$ cat config.mk
export PLATFORM = sky130hd
export DESIGN_NAME = instruction_encoder
export DESIGN_NICKNAME = d
export VERILOG_FILES = /design/src/rtl/riscv_encode_pkg.sv /design/src/rtl/instruction_packer.sv /design/src/rtl/instruction_encoder.sv
export SDC_FILE = /design/constraint.sdc
export NUM_CORES = 1
export LEC_CHECK = 0
export CORE_ASPECT_RATIO = 0.9
export CORE_UTILIZATION = 45
export CTS_CLUSTER_DIAMETER = 30
export DETAILED_ROUTE_END_ITERATION = 8
export GPL_ROUTABILITY_DRIVEN = 0
export PLACE_DENSITY = 0.73
export SLEW_MARGIN = 20
export SYNTH_ARGS = -nofsm -noshare
export SYNTH_HDL_FRONTEND = slang
export SYNTH_SLANG_ARGS = --single-unit
$ cat constraint.sdc
create_clock -name clock -period 1.95 [get_ports clock]
set_input_delay 0.39 -clock clock [delete_from_list [all_inputs] [get_ports clock]]
set_output_delay 0.39 -clock clock [all_outputs]
set_load 0.005 [all_outputs]
$ cat src/rtl/riscv_encode_pkg.sv
// Opcodes, NOP word, immediate limits and the field bundle shared by the
// instruction encoder and its packer.
package riscv_encode_pkg;

   localparam logic [6:0]  OP_STORE        = 7'b0100011;
   localparam logic [6:0]  OP_LOAD         = 7'b0000011;
   localparam logic [6:0]  OP_BRANCH       = 7'b1100011;
   localparam logic [31:0] NOP_INSTRUCTION = 32'h0000_0013;

   localparam int IMM12_MIN = -2048;
   localparam int IMM12_MAX = 2047;
   localparam int IMM13_MIN = -4096;
   localparam int IMM13_MAX = 4094;

   typedef struct packed {
      logic [6:0]  opcode;
      logic [2:0]  funct3;
      logic [4:0]  rd;
      logic [4:0]  rs1;
      logic [4:0]  rs2;
      logic [31:0] imm;
   } enc_req_t;

   function automatic logic in_range(input logic [31:0] imm, input int lo, input int hi);
      return ($signed(imm) >= lo) && ($signed(imm) <= hi);
   endfunction

endpackage

$ cat src/rtl/instruction_packer.sv
// Combinational field packer: builds the S/I/B word from registered fields and
// flags any word that cannot be represented, substituting a NOP.
module instruction_packer
   import riscv_encode_pkg::*;
(
   input  logic [6:0]  opcode,
   input  logic [2:0]  funct3,
   input  logic [4:0]  rd,
   input  logic [4:0]  rs1,
   input  logic [4:0]  rs2,
   input  logic [31:0] imm,
   output logic [31:0] instr,
   output logic        err
);

   logic [31:0] word;

   always_comb begin
      word = NOP_INSTRUCTION;
      err  = 1'b1;
      case (opcode)
         OP_STORE: begin
            err  = !in_range(imm, IMM12_MIN, IMM12_MAX);
            word = {imm[11:5], rs2, rs1, funct3, imm[4:0], opcode};
         end
         OP_LOAD: begin
            err  = !in_range(imm, IMM12_MIN, IMM12_MAX);
            word = {imm[11:0], rs1, funct3, rd, opcode};
         end
         OP_BRANCH: begin
            // branch offsets are halfword-granular; bit 0 has no slot in the word
            err  = !in_range(imm, IMM13_MIN, IMM13_MAX) || imm[0];
            word = {imm[12], imm[10:5], rs2, rs1, funct3, imm[4:1], imm[11], opcode};
         end
         default: ;
      endcase
      instr = err ? NOP_INSTRUCTION : word;
   end

endmodule

$ cat src/rtl/instruction_encoder.sv
// Two-stage valid/ready instruction encoder for the program loader: stage A
// holds the fields, stage B holds the packed word plus its memory address.
module instruction_encoder
   import riscv_encode_pkg::*;
#(
   parameter int                    ADDR_WIDTH = 8,
   parameter logic [ADDR_WIDTH-1:0] BASE_ADDR  = '0
) (
   input  logic                  clock,
   input  logic                  reset,
   input  logic                  inValid,
   output logic                  inReady,
   input  logic [6:0]            inOpcode,
   input  logic [2:0]            inFunct3,
   input  logic [4:0]            inRd,
   input  logic [4:0]            inRs1,
   input  logic [4:0]            inRs2,
   input  logic [31:0]           inImmediate,
   output logic                  outValid,
   input  logic                  outReady,
   output logic [31:0]           outInstruction,
   output logic [ADDR_WIDTH-1:0] outAddress,
   output logic                  outError,
   output logic [7:0]            errorCount
);

   localparam int STAGES = 2;

   logic [STAGES-1:0]     vld_pipe;   // [0] stage A, [1] stage B
   enc_req_t              a_req;
   logic [31:0]           b_instr;
   logic                  b_err;
   logic [31:0]           pk_instr;
   logic                  pk_err;
   logic [ADDR_WIDTH-1:0] addr;
   logic [7:0]            err_cnt;
   logic                  a_load, b_load, out_xfer;

   assign b_load   = !vld_pipe[1] || outReady;
   assign a_load   = !vld_pipe[0] || b_load;
   assign out_xfer = vld_pipe[1] && outReady;

   instruction_packer u_packer (
      .opcode (a_req.opcode),
      .funct3 (a_req.funct3),
      .rd     (a_req.rd),
      .rs1    (a_req.rs1),
      .rs2    (a_req.rs2),
      .imm    (a_req.imm),
      .instr  (pk_instr),
      .err    (pk_err)
   );

   always_ff @(posedge clock or negedge reset) begin
      if (!reset) begin
         vld_pipe <= '0;
         a_req    <= '0;
         b_instr  <= '0;
         b_err    <= 1'b0;
         addr     <= BASE_ADDR;
         err_cnt  <= '0;
      end else begin
         if (a_load) begin
            vld_pipe[0] <= inValid;
            if (inValid)
               a_req <= '{inOpcode, inFunct3, inRd, inRs1, inRs2, inImmediate};
         end
         if (b_load) begin
            vld_pipe[1] <= vld_pipe[0];
            if (vld_pipe[0]) begin
               b_instr <= pk_instr;
               b_err   <= pk_err;
            end
         end
         // the counter tracks the stage-B word, so it advances only when that word leaves
         if (out_xfer) begin
            addr <= addr + ADDR_WIDTH'(1);
            if (b_err && err_cnt != 8'hFF)
               err_cnt <= err_cnt + 8'd1;
         end
      end
   end

   assign inReady        = a_load;
   assign outValid       = vld_pipe[1];
   assign outInstruction = b_instr;
   assign outAddress     = addr;
   assign outError       = b_err;
   assign errorCount     = err_cnt;

endmodule

---- Word-level counts from Yosys, hierarchy flattened ----
Cells that the tools add are included.
cells by class
  mux-type cells .......................... 3
  add/sub/neg operators ................... 2
  magnitude comparators ................... 4
  equal/unequal tests ..................... 4
  reduce and logical (&&, ||, !) cells .... 15
operator list
  kind                  number
  $pmux 32 s3           1
  $ge 32x12->1 const B  1
  $ge 32x13->1 const B  1
  $le 32x12->1 const B  1
  $le 32x13->1 const B  1
  $mux 32               1
  $add 8x1->8 const B   2
  $ne 8x8->1 const B    1
  $eq 7x2->1 const B    1
  $eq 7x6->1 const B    1
  $eq 7x7->1 const B    1
  $reduce_and 2->1      3
  $logic_and 1x1->1     4
  $logic_not 1->1       4
  $logic_or 1x1->1      3
  $pmux 1 s2            1
  $reduce_or 2->1       1
word-level totals
  bits of input ports ..................... 61
  logic and storage cells ................. 40
  output and inout bits ................... 51
  bits in registers ....................... 108

---- Depth between registers and ports, before layout ----
  depth in word-level cells ............... 6
  gate-level depth with buffers ........... 6
  gate-level depth less buffers ........... 5

---- Hierarchy ----
A second synthesis with hierarchy kept.
second synthesis, totals
  cells, all modules ...................... 345
  area total of the unflattened synthesis .. 4943.5 µm²
modules (own cells, without submodules)
  module               cells each  area an instance (µm²)  instances  seq. area each (µm²)
  instruction_encoder  260         4295.4                  1          2702.6
  instruction_packer   85          648.1                   1          0.0

---- Worst setup path before layout ----
OpenSTA, ideal clock, no wires.
  path type ............................... register -> register
  start point ............................. reg a_req[52] (netlist name)
  end point ............................... reg b_instr[4] (netlist: outInstruction[4])
  cell stages (with the launch flop) ...... 6
  setup slack ............................. 19 ps
  library setup time ...................... 123 ps
  period minus slack after synthesis ...... 1931 ps
  required time ........................... 1827 ps
  data arrival time ....................... 1809 ps
  path buffers ............................ 1
  cell sequence ........................... dfrtp_1 -> or4b_4 -> nor4b_4 -> nand4_4 -> buf_6 -> o221a_2
on the way
  longest elaborated chain between the ends .. 4
  elaborated cells between the ends (all ways) .. 7
  classes of those cells .................. eq/ne: 3; mux: 3; reduce/logical: 1
RTL lines
  element                                          line                       source
  start, declared                                  instruction_encoder.sv:30  enc_req_t a_req;
  start signal, assigned                           instruction_encoder.sv:66  a_req <= '{inOpcode, inFunct3, inRd, inRs1, inRs2, inImmediate};
  $eq 7x6->1 / $eq 7x2->1 (equally long branches)  instruction_packer.sv:21   case (opcode)
  $reduce_or 2->1 (no source line)                 -
  $pmux 1 s2                                       instruction_packer.sv:21
  $mux 32 *                                        instruction_packer.sv:37   instr = err ? NOP_INSTRUCTION : word;
  end signal, assigned                             instruction_encoder.sv:71  b_instr <= pk_instr;
  end, declared                                    instruction_encoder.sv:31  logic [31:0] b_instr;
Mark *: on every way between the ends. The rest lies on a longest branch, timed or not.
A chain may end at the register's enable or synchronous reset.

---- Final worst setup path ----
  start point ............................. reg a_req[52] (netlist name)
  end point ............................... reg b_instr[16] (netlist: outInstruction[16])
The elaborated chain is that of the path after synthesis.

==> impl_results.md <==
- Number of iterations in the first detailed-routing pass: 8
- Largest fanout on the critical path: 28
- CP Launch Type: flop
- Highest attainable clock frequency: 0.4979 GHz
- Count of port buffers added during placement: 111
- Reg-to-reg setup timing slack: -0.06 ns
- Transition time at the pin with the least slew margin: 0.6296 ns
- Number of antenna repair diodes: 0
- Power Density: 862.1 nW/um2
- Detailed placer's ending HPWL: a little under 8 mm
- Cell taking the most area after synthesis: sky130_fd_sc_hd__dfrtp_1
- Slowest cell on the critical path: sky130_fd_sc_hd__or4b_4
- Leakage power total: 0.002783 uW
- Most frequently used cell type in the post-synthesis netlist: sky130_fd_sc_hd__dfrtp_1
- Routed WL per cell: 16.68 um
- CP Data Arrival Time: 2.27 ns
- Avg Vias per Cell: roughly 5.4
- Sort of element at the end of the critical path: flop
- Residual antenna-violating net count after detailed routing: 0
- Via total after detailed routing: between 3k and 4k
- Synthesized area per cell: 12.06 um2
- Violations in the final reports: DRC, setup timing
- Worst endpoint required time: 2.21 ns
- Max-slew violations: 0
- Class of the tightest hold or removal check: in -> async
- Remaining global-route overflow: 0
- Delay of the slowest cell on the worst path: 0.57 ns
- Number of placed instances, taps included: 648
- Final hold slack: 0.02046 ns
- Fraction of final layout cells sized beyond drive strength 1: 25.79%
- Clock tree from TritonCTS: built
- Initial core utilization: around 47%
- Skew-Pair Late Insertion Delay: roughly 0.34 ns
- Largest net degree at the start of global routing: 42
- Non-filler cells, final: 664
- Capture instance of the worst register-to-register path: outInstruction[16]
- Number of cells traversed by the worst register-to-register path: 6
- Period utilization: 103.0%
- Height of the die: around 100 um
- Number of register bits inferred by synthesis: 108
- Worst-case clock skew: 0.007875 ns
- Total clock sinks: 108
- Area growth syn-to-layout: 35.24%
- Antenna violations before repair: 0
- Area share of the largest cell type after synthesis: 54.92%
- Largest vdd supply drop: 0.0004585 V
- Unrepaired setup endpoints after global routing: true
- Nets in the synthesized netlist: 471
- Clock transition at the register clock pins on the worst setup and hold paths after CTS: roughly 0.070 ns
- Post-Place Setup Slack: -0.1897 ns
- Warnings from Yosys: 0
- R2R Path Start: a_req[52]
- Result of the run: complete, but fails checks
- Final setup viols: 27
- Final net count: 593
- Post-synth EDFFs: 0
- Final Hold Vio Count: 0
- Worst slew slack as a fraction of its limit: 57.84%
- Num CTS Buffers: 9
- Number of ports placed on the die boundary: about 110
- Crit-path cells: or4b_4 > nor4b_4 > buf_4 > nand4_4 > buf_12 > o221ai_1
- Async SR Flop Fraction: 100.0%
- Sequential area share after synthesis: 54.92%
- Drt drc: 7
- Vias in the first global route: 3749
- Time the worst path needs with I/O delays and setup: roughly 2 ns
- Htree depth: 3
- Layout filler cell count: 858
- Primary flip-flop cell chosen by synthesis mapping: sky130_fd_sc_hd__dfrtp_1
- Synthesized instance count: just over 400
- Distinct cell type count after synthesis: 39
- Crit path kind: reg -> reg
- Number of DRC markers after the initial detailed-route iteration: 200
- Leading cell types by count after synthesis: 108 x sky130_fd_sc_hd__dfrtp_1, 63 x sky130_fd_sc_hd__nand2_1, 59 x sky130_fd_sc_hd__mux2_2
- Clock Tree Root: sky130_fd_sc_hd__clkbuf_16
- Minimum setup slack in the final design: -0.05847 ns
- Total wire length after detailed routing: about 11 mm
- Total routing resource utilization after global routing: 20.93%
- Die ar.: 11360 um2
- Share of the core filled with cells in the final layout: a little under two thirds
- Area of the core: 10420 um2
- First-pass GRT wire length: roughly 19 mm
- Area of the mapped netlist: 4921 um2
- Die extent in x: 112.2 um
- Row cnt: 35
- Cell types occupying the most area after synthesis: sky130_fd_sc_hd__dfrtp_1 55%, sky130_fd_sc_hd__mux2_2 14%, sky130_fd_sc_hd__nand2_1 4.8%
- Clock tree buffer depth: 2
- Max-capacitance violation count: 0
[sequential cells by signal (all words and copies together) (netlist names)]
register and count:
a_req 57, errorCount 8, outAddress 8, outError 1, outInstruction 32, vld_pipe 2
[layer usage]
metal / vias to the layer above / GRT usage (%) / part of all wire (%)
met3: 13 / 3.411 / 3.8
met1: 1787 / 26.31 / 44
met5: - / 0 / 0
li1: 1709 / - / -
met2: 93 / 37.17 / 51
met4: 0 / 7.179 / 1.6
[power by group]
part	internal, uW	switching (uW)
clock	918	824
combinational	710	469
sequential	2540	274
total	4170	1570
[placed cells by master, fill, tap and decap left out, types with 2 or more instances in the layout]
cell type | netlist | layout
sky130_fd_sc_hd__nor3_1 | 4 | 4
sky130_fd_sc_hd__buf_12 | 0 | 6
sky130_fd_sc_hd__inv_1 | 17 | 17
sky130_fd_sc_hd__and3_1 | 4 | 4
sky130_fd_sc_hd__nor2_1 | 6 | 6
sky130_fd_sc_hd__or3b_2 | 9 | 9
sky130_fd_sc_hd__nand2b_1 | 5 | 5
sky130_fd_sc_hd__o211ai_2 | 11 | 11
sky130_fd_sc_hd__clkbuf_16 | 0 | 9
sky130_fd_sc_hd__a211o_1 | 9 | 9
sky130_fd_sc_hd__buf_4 | 0 | 19
sky130_fd_sc_hd__mux2_2 | 59 | 59
sky130_fd_sc_hd__clkinv_4 | 0 | 3
sky130_fd_sc_hd__xnor2_1 | 6 | 6
sky130_fd_sc_hd__o221a_2 | 2 | 2
sky130_fd_sc_hd__o221ai_1 | 8 | 4
sky130_fd_sc_hd__clkdlybuf4s50_1 | 0 | 109
sky130_fd_sc_hd__dfrtp_1 | 108 | 108
sky130_fd_sc_hd__nand2_1 | 63 | 61
sky130_fd_sc_hd__and2_1 | 4 | 4
sky130_fd_sc_hd__a211oi_1 | 10 | 10
sky130_fd_sc_hd__xor2_1 | 8 | 8
sky130_fd_sc_hd__o221ai_2 | 6 | 10
sky130_fd_sc_hd__o21ai_0 | 2 | 2
sky130_fd_sc_hd__nand4_1 | 17 | 17
sky130_fd_sc_hd__ha_1 | 2 | 2
sky130_fd_sc_hd__or4_1 | 2 | 2
sky130_fd_sc_hd__nand3_1 | 7 | 7
sky130_fd_sc_hd__nor4_1 | 3 | 3
sky130_fd_sc_hd__nand2_2 | 0 | 2
[area by class of cell]
class,instances,area [um2],share of cell area [%]
clock buffer,11,242.7,3.647
clock inverter,5,45.04,0.6768
inverter,17,63.81,0.9588
multi-input combinational,259,2077,31.21
sequential,108,2703,40.61
tap,129,161.4,2.425
timing repair buffer,135,1363,20.47
[cells by family after synthesis]
logic type | synth area share (%)
AND/OR/NAND/NOR | 14.52
flip-flops | 54.92
multiplexers | 13.70
AO/OA/AOI/OAI | 10.32
buffers and inverters | 3.534
XOR/XNOR | 2.492
adder cells (fa/ha/maj) | 0.5084
[worst max path at each step]
stage | start | cells past startpoint | to
after detailed placement | outReady | 7 | outInstruction[18]
after global placement | outReady | 4 | inReady
after CTS | a_req[52] | 6 | outInstruction[13]
after floorplan | a_req[52] | 5 | outInstruction[4]
after global routing | a_req[52] | 6 | outInstruction[14]
final | a_req[52] | 6 | outInstruction[16]
[critical path, delay by kind of cell (launching register included)]
kind	cells	cell delay, ns
AND/OR/NAND/NOR	3	0.95
buffers and inverters	2	0.41
flip-flops	1	0.38
AO/OA/AOI/OAI	1	0.19
[metrics by stage]
step                      instance area, um2  TNS [ns]  power (uW)
after floorplan                         4921         0        3388
after global placement                  6339    -8.623        3993
after detailed placement                6339    -12.32        4041
after CTS                               6655    -2.099        5793
after global routing                    6655    -4.006        6040
final                                   6655    -1.029        5737
[repair_timing]
| action | in CTS | in global routing |
|---|---|---|
| hold buffers | 0 | 0 |
| pin swaps | 1 | 0 |
| resized for setup | 7 | 0 |
| endpoints found under the setup margin | 28 | 28 |
| setup buffers | 0 | 0 |
Note: power is estimated with default switching activity, not from simulation.
==> patch (config.mk and constraints unchanged) <==
Change the parameter `ADDR_WIDTH` from 8 to 9.
--- a/src/rtl/instruction_encoder.sv
+++ b/src/rtl/instruction_encoder.sv
@@ -5,3 +5,3 @@
 #(
-   parameter int                    ADDR_WIDTH = 8,
+   parameter int                    ADDR_WIDTH = 9,
    parameter logic [ADDR_WIDTH-1:0] BASE_ADDR  = '0
Interface: changed (resized outAddress); port bits go from 112 to 113. The function was not compared with the original's and may differ.
==> patch against the unedited design <==
  * Wire length fell by 1.2%
  * Design area rose by 3.2%
  * Worst setup slack improved by 74 ps
  * Sequential cell count rose by 1
  * Critical endpoint is now outInstruction[10]$_DFFE_PN0P_
  * Clock skew rose by 3.3 ps
  * Area after synthesis rose by 0.97%
  * Clock power rose by 6%
  * Power rose by 2.8%
  * Largest cell class unchanged
==> patch: results (changes against the unedited design) <==
Post-synth ARST share - 100% (unchanged)
Worst relative slew slack - 67.2% (+9.4 points)
Syn_nets - 475 (+0.85%)
Via density - 5.39 (-0.63%)
Layout cell share with drive strength beyond 1 - 27.6% (+1.8 points)
Crit-path leading delay family - simple AND/OR/NAND/NOR gates
Routed met2 length - 5140 µm (-8.5%)
Starting DRT DRC Count - 140 (-30%)
Metal3 WL - 415 µm (-1.7%)
Largest net degree at the start of global routing - 40 (-4.8%)
Final Hold Viols - 0 (unchanged)
Clock Root Buffer - clkbuf_16
Number of global-route vias before repair - 3608 (-3.8%)
DRT Pass-1 Iters - 4 (-4)
Crit-path slowest cell - or4b_4
Peak supply drop - 0.492 mV (+7.3%)
# nets final - 606 (+2.2%)
Top layer in use - met4
HP Class - in -> async
First-pass GRT wire length - 17800 µm (-4.1%)
Antenna cells - 0 (unchanged)
Port bufs - 112 (+0.90%)
M1 WL - 5290 µm (+8.8%)
CTS clk-pin slew, worst paths - 70 ps (about the same)
Tot GR Track Use - 19.6% (-1.4 points)
Dpl hpwl - 7680 µm (-2.9%)
Status - finished clean
Max reg flops - 57 (unchanged)
Synth top cells by count - dfrtp_1, nand2_1, mux2_2, inv_1, nand4_1
Biggest register - a_req
Number of H-tree levels - 3 (unchanged)
Peak per-stage delay on the critical path - 560 ps
Pre-CTS setup slack - -207 ps (-17.3 ps)
Leakage power - 0.00288 µW (+3.6%)
Top area cells in the synthesized netlist - dfrtp_1, mux2_2, nand2_1, o211ai_2, nand4_1
Initial antenna violation count - 0 (unchanged)
Routed len/inst - 16.1 µm (-3.7%)
Clk_lat worst skew - 340 ps (about the same)
CTS Buffer Depth - 2 (unchanged)
Synth unique cells - 40 (+2.6%)
Yosys warning total - 0 (unchanged)
CP max FO - 7 (-75%)
Sequential share of the synthesized area - 54.9% (about the same)
Worst Clk Skew - 11.2 ps (+3.32 ps)
CTS buffer count - 9 (unchanged)
-- patch: layout make-up --
cell class | instances | area (µm²)
sequential | 109 | 2730
tap | 133 | 166
clock buffer | 9 | 225
multi-input combinational | 263 | 2130
clock inverter | 7 | 78.8
inverter | 17 | 63.8
timing repair buffer | 143 | 1480
fill | 844 | 3890
-- patch: worst paths after layout --
check,start,to,slack (ps),cells past startpoint
hold / removal,reset,outAddress[6]$_DFFE_PN0P_,8,1
min in group clock,outInstruction[0]$_DFFE_PN0P_,outInstruction[0]$_DFFE_PN0P_,470,1
setup / recovery,a_req[54]$_DFFE_PN0P_,outInstruction[10]$_DFFE_PN0P_,20,6
max in group asynchronous,reset,a_req[14]$_DFFE_PN0P_,1340,2
setup reg to reg,a_req[54]$_DFFE_PN0P_,outInstruction[10]$_DFFE_PN0P_,20,6
hold reg to reg,outInstruction[0]$_DFFE_PN0P_,outInstruction[0]$_DFFE_PN0P_,470,1
-- patch: cells by family after synthesis --
kind of cell	share of synthesized area [%]
muxes	13.6
AOI/OAI and AO/OA	10.2
and+or+nand+nor	14.7
adders and majority gates	0.504
xor gates and xnor gates	2.64
buffers and inverters	3.45
DFF	54.9
-- patch: routing by layer --
layer	global-route usage, %	vias to the layer above
met4	5.03	0
met3	3.05	9
met2	31.9	98
li1	-	1751
met1	27.6	1813
met5	0	-
-- patch: metrics by stage --
| stage | setup TNS, ps | total power, µW | std cells | utilization, % | area [µm²] |
|---|---|---|---|---|---|
| final | 0 | 5900 | 681 | 63.8 | 6870 |
| after global routing | -1180 | 6210 | 681 | 63.8 | 6870 |
| after floorplan | 0 | 3430 | 412 | - | 4970 |
| after global placement | -9780 | 4030 | 661 | 59.8 | 6440 |
| after CTS | 0 | 5950 | 678 | 62.8 | 6760 |
| after detailed placement | -11310 | 4090 | 661 | 59.8 | 6440 |
-- patch: repair_timing --
action	in CTS	in global routing
endpoints found under the hold margin	0	0
gates resized for setup	4	8
buffers inserted	1	0
pin swaps	0	6
setup endpoints to repair	9	27
gates cloned	0	3
-- patch: power by group --
part	switching (µW)	leakage [µW]	total (µW)	internal [µW]
Clock	839	0.000144	1850	1010
Sequential	280	0.00134	2840	2560
Combinational	477	0.00140	1200	724
Total	1600	0.00288	5900	4300
